File: src/rtl/xor_share_arb.sv
// xor_share_arb: round-robin arbiter/sequencer sharing one W-bit XOR unit
// (dp_c = dp_a ^ dp_b, fixed latency LAT) among N requesters.
//
// Ports:
//   clk, rst              clock (rising edge), asynchronous active-high reset
//   req_valid[N]          per-requester request valid
//   req_a/req_b[N*W]      operands, requester i at bits [i*W +: W]
//   req_ready[N]          one-hot accept (combinational, IDLE only)
//   dp_a/dp_b[W]          registered operands driven into the shared unit
//   dp_c[W]               result returned by the shared unit
//   rsp_valid/rsp_id/rsp_c  response channel (registered), rsp_ready from consumer
//   busy                  high while a transaction is in flight (WAIT or RESP)
module xor_share_arb #(
    parameter int unsigned N   = 4,
    parameter int unsigned W   = 8,
    parameter int unsigned LAT = 1
) (
    input  logic                 clk,
    input  logic                 rst,
    input  logic [N-1:0]         req_valid,
    input  logic [N*W-1:0]       req_a,
    input  logic [N*W-1:0]       req_b,
    output logic [N-1:0]         req_ready,
    output logic [W-1:0]         dp_a,
    output logic [W-1:0]         dp_b,
    input  logic [W-1:0]         dp_c,
    output logic                 rsp_valid,
    output logic [$clog2(N)-1:0] rsp_id,
    output logic [W-1:0]         rsp_c,
    input  logic                 rsp_ready,
    output logic                 busy
);

    localparam int unsigned ID_W  = $clog2(N);
    localparam int unsigned CNT_W = 4;

    localparam logic [1:0] S_IDLE = 2'd0;
    localparam logic [1:0] S_WAIT = 2'd1;
    localparam logic [1:0] S_RESP = 2'd2;

    logic [1:0]       state, state_n;
    logic [ID_W-1:0]  ptr, ptr_n;
    logic [CNT_W-1:0] cnt, cnt_n;
    logic [W-1:0]     dp_a_n, dp_b_n, rsp_c_n;
    logic             rsp_valid_n;
    logic [ID_W-1:0]  rsp_id_n;

    logic [N-1:0]     grant;
    logic [ID_W-1:0]  grant_id;
    logic             grant_any;
    logic [W-1:0]     sel_a, sel_b;

    // Round-robin search starting one past the last winner, wrapping at N.
    always_comb begin
        int unsigned idx;
        grant     = '0;
        grant_id  = '0;
        grant_any = 1'b0;
        idx       = 0;
        for (int unsigned k = 1; k <= N; k++) begin
            idx = 32'(ptr) + k;
            if (idx >= N) begin
                idx = idx - N;
            end
            if (!grant_any && req_valid[ID_W'(idx)]) begin
                grant_any            = 1'b1;
                grant[ID_W'(idx)]    = 1'b1;
                grant_id             = ID_W'(idx);
            end
        end
    end

    // Operand mux for the granted requester.
    always_comb begin
        sel_a = '0;
        sel_b = '0;
        for (int unsigned i = 0; i < N; i++) begin
            if (grant[i]) begin
                sel_a = req_a[i*W +: W];
                sel_b = req_b[i*W +: W];
            end
        end
    end

    // Accept is only offered in IDLE and never while reset is applied.
    always_comb begin
        req_ready = '0;
        if ((state == S_IDLE) && !rst) begin
            req_ready = grant;
        end
    end

    // Next-state and datapath-register update logic.
    always_comb begin
        state_n     = state;
        ptr_n       = ptr;
        cnt_n       = cnt;
        dp_a_n      = dp_a;
        dp_b_n      = dp_b;
        rsp_valid_n = rsp_valid;
        rsp_id_n    = rsp_id;
        rsp_c_n     = rsp_c;
        case (state)
            S_IDLE: begin
                if (grant_any) begin
                    dp_a_n   = sel_a;
                    dp_b_n   = sel_b;
                    rsp_id_n = grant_id;
                    ptr_n    = grant_id;
                    cnt_n    = CNT_W'(LAT - 1);
                    state_n  = S_WAIT;
                end
            end
            S_WAIT: begin
                if (cnt == '0) begin
                    rsp_c_n     = dp_c;
                    rsp_valid_n = 1'b1;
                    state_n     = S_RESP;
                end else begin
                    cnt_n = cnt - CNT_W'(1);
                end
            end
            S_RESP: begin
                // Return to IDLE only; the next grant is evaluated there.
                if (rsp_ready) begin
                    rsp_valid_n = 1'b0;
                    state_n     = S_IDLE;
                end
            end
            default: begin
                rsp_valid_n = 1'b0;
                state_n     = S_IDLE;
            end
        endcase
    end

    // State and output registers.
    always_ff @(posedge clk or posedge rst) begin
        if (rst) begin
            state     <= S_IDLE;
            ptr       <= ID_W'(N - 1);
            cnt       <= '0;
            dp_a      <= '0;
            dp_b      <= '0;
            rsp_valid <= 1'b0;
            rsp_id    <= '0;
            rsp_c     <= '0;
            busy      <= 1'b0;
        end else begin
            state     <= state_n;
            ptr       <= ptr_n;
            cnt       <= cnt_n;
            dp_a      <= dp_a_n;
            dp_b      <= dp_b_n;
            rsp_valid <= rsp_valid_n;
            rsp_id    <= rsp_id_n;
            rsp_c     <= rsp_c_n;
            busy      <= (state_n != S_IDLE);
        end
    end

endmodule

File: config.mk
export PLATFORM = sky130hd
export DESIGN_NAME = xor_share_arb
export DESIGN_NICKNAME = d
export VERILOG_FILES = /design/src/rtl/xor_share_arb.sv
export SDC_FILE = /design/constraint.sdc
export NUM_CORES = 1
export LEC_CHECK = 0
export ABC_AREA = 0
export ABC_CLOCK_PERIOD_IN_PS = 3550
export CORE_MARGIN = 2
export CORE_UTILIZATION = 34
export CTS_BUF_LIST = sky130_fd_sc_hd__clkbuf_2 sky130_fd_sc_hd__clkbuf_4 sky130_fd_sc_hd__clkbuf_8
export DETAILED_ROUTE_END_ITERATION = 8
export GPL_TIMING_DRIVEN = 0
export PLACE_DENSITY_LB_ADDON = 0.12
export SLEW_MARGIN = 20
export SYNTH_ARGS = -nofsm -noshare
export SYNTH_HDL_FRONTEND = slang
export SYNTH_SLANG_ARGS = --single-unit
File: constraint.sdc
create_clock -name clk -period 3.55 [get_ports clk]
set_input_delay 0.71 -clock clk [delete_from_list [all_inputs] [get_ports clk]]
set_output_delay 0.71 -clock clk [all_outputs]
set_load 0.1 [all_outputs]
==> results.cfg <==
[status]
outcome = finished with violations
failed_checks = negative setup slack

[route]
wl_mm = 10.32
wl_per_cell_um = 17.55
first_iter_violations = 117
post-route-drc-count = 0
num_vias = 3274
dr.pass1.iters = 4
routed_via_density = 5.568
postRouteAntennaNets = 0

[sta]
relSlewSlack_pct = 33.15
timing.final.ws_setup_ns = -0.006255
setup_tns_ns = -0.006255
final-hold-violation-count = 0
period_needed_ns = 3.556
drv_slew = 0
rsz0062_at_grt = true
period_share_pct = 100.2
skew_ns = 0.005802
setup_viol = 1
worst_pin_slew_ns = 0.9996
fmax_ghz = 0.2812

[floorplanning]
core-area_um2 = 8678
fp.dieArea_um2 = 9646
initial_core_util_pct = 34.78
dieWidth_um = 98.22
die-height_um = 98.22
ios = 111
num_rows = 34

[clock_network]
path_clk_slew_ns = 0.08
htreeDepth = 2
cts_made_buffers = 5
cts_root_buf = clkbuf_8
clk_latency_ns = 0.30
clk_path_buf_depth = 2
tritoncts = built
cts.sinks = 36

[grt]
gr-total-overflow = 0
grt_pass1_wl_mm = 16.59
grtUsageMet2_pct = 35.93
met3_usage_pct = 3.150
grt_usage_pct = 21.39
met1_usage_pct = 29.25
first_global_vias = 3242
antenna_found_initial = 0
grt_max_degree = 22
grt_busiest_layer = met2

[critical_path]
crit_path_end_kind = primary output
crit_path_max_incr_delay_ns = 0.58
cp_top_family = flip-flops
startpoint = ptr[0]
cp_slowest_cell = dfstp_2
r2r-start = ptr[0]
crit_chain = buf_8 -> clkinvlp_4 -> ha_4 -> mux4_2 -> or3_4 -> o31a_1 -> buf_6 -> nor2_4 -> buf_12
critPathRequiredTime_ns = 2.84
crit_fanout = 5
critical_path_class = register to primary output
crit_path_start_kind = register
crit_arrival_ns = 2.85
cp_num_buf_inv = 4

[hold_path]
hold_class = register to register
hold_start = rsp_c[3]

[job]
cap_violations = 0

[synthesis]
yosys_most_used_dff = dfrtp_1
ys_warn_count = 0
synth_cell_types = 48
synth_top_area_share_pct = 28.19
syn_area_um2 = 3018
synthArstFlopShare_pct = 100.0
yosysMostFrequentCell = dfrtp_1
yosysTopAreaCell = dfrtp_1
synth_edf_count = 0
synth_seq_area_share_pct = 29.93
synthCells = 339
synthTopCellsByArea = dfrtp_1, o211ai_1, o31a_1
syn_nets = 427
ys_ff_latch = 36
synth_common_cells = dfrtp_1, o211ai_1, nand2_1
avgSynthCellArea_um2 = 8.902

[placed_design]
gp_congestion = 0.8506
dp_hpwl_mm = 7.545
port-buffer-count = 110

[cells_and_area]
drive_above_1_share_pct = 18.33
area_growth_pct = 57.30
nFillCells = 836
diodes = 0
regArea_um2 = 903.4
multiInputGateArea_um2 = 2017
final_net_count = 567
layout by cell type (no fill, tap or decap), drive strengths merged, types with 17 or more instances in the layout:
cell,n
clkbuf,22
o211ai,32
a21oi,24
o31a,17
dfrtp,34
nand2,26
buf,42
clkdlybuf4s50,102
a21boi,17
what timing repair did:
item                       CTS  global route
resized for setup           62             7
hold buffers                 0             0
pin swaps                    7            10
buffers inserted            22             7
setup endpoints to repair    4             4
registers in the layout, indices dropped and copies added, names as in the netlist:
| signal | flops |
|---|---|
| busy | 1 |
| cnt | 4 |
| dp_a | 8 |
| dp_b | 8 |
| ptr | 2 |
| rsp_c | 8 |
| rsp_id | 2 |
| rsp_valid | 1 |
| state | 2 |
stage by stage:
step | hold slack (ns) | setup WS (ns) | util, % | area, um^2 | cells
finish | 0.5102 | -0.006255 | 54.70 | 4747 | 588
global route | 0.5265 | -0.08336 | 54.70 | 4747 | 588
CTS | 0.5142 | -0.06768 | 54.47 | 4727 | 585
detailed placement | 0.4966 | -1.416 | 50.03 | 4342 | 558
global placement | 0.4860 | -1.405 | 49.71 | 4314 | 557
floorplan | 0.4801 | -0.2047 | - | 3078 | 339
layout make-up:
class                      count  area share, %
multi-input combinational    259          42.49
sequential                    36          19.03
inverter                      12          1.028
buffer                        25          2.926
clock buffer                   5          1.450
tap                          108          2.847
clock inverter                 3         0.8962
timing repair buffer         140          29.34
cell families (layout without fill, tap and decap cells):
| logic type | Yosys count | after routing | share of synthesized area (%) |
|---|---|---|---|
| AOI/OAI and AO/OA | 134 | 134 | 32.01 |
| xor gates and xnor gates | 4 | 4 | 1.161 |
| and+or+nand+nor | 94 | 94 | 18.66 |
| muxes | 18 | 18 | 7.670 |
| DFF | 36 | 36 | 29.93 |
| buffers and inverters | 44 | 185 | 6.840 |
| adders and majority gates | 9 | 9 | 3.731 |
path summary, 6_finish.rpt:
check | end | slack [ns] | cells past startpoint
max in group asynchronous | ptr[1] | 2.29 | 3
worst min register to register | rsp_c[3] | 0.51 | 1
worst max-delay path | req_ready[2] | -0.006 | 9
worst min-delay path | rsp_c[3] | 0.51 | 1
min in group asynchronous | dp_a[6] | 0.73 | 2
worst max register to register | dp_a[2] | 0.26 | 13
worst register-to-register path, cell delays in order, from the launching register on:
cell and delay (ns):
dfstp_2 0.58, buf_8 0.13, clkinvlp_4 0.10, ha_4 0.29, mux4_2 0.34, buf_6 0.16, buf_4 0.14, a21oi_1 0.18
a22o_4 0.21, buf_4 0.16, clkbuf_1 0.38, a21oi_1 0.16, o31a_1 0.31, o31ai_1 0.07
routing by layer:
| layer | part of all wire, % | routed length [um] |
|---|---|---|
| met1 | 44 | 4539 |
| met5 | 0 | 0 |
| met3 | 6.0 | 617 |
| met4 | 1.4 | 148 |
| met2 | 49 | 5016 |
Power is not shown: default switching activity piles up to over one toggle a cycle in this logic, so the estimate is an artifact.
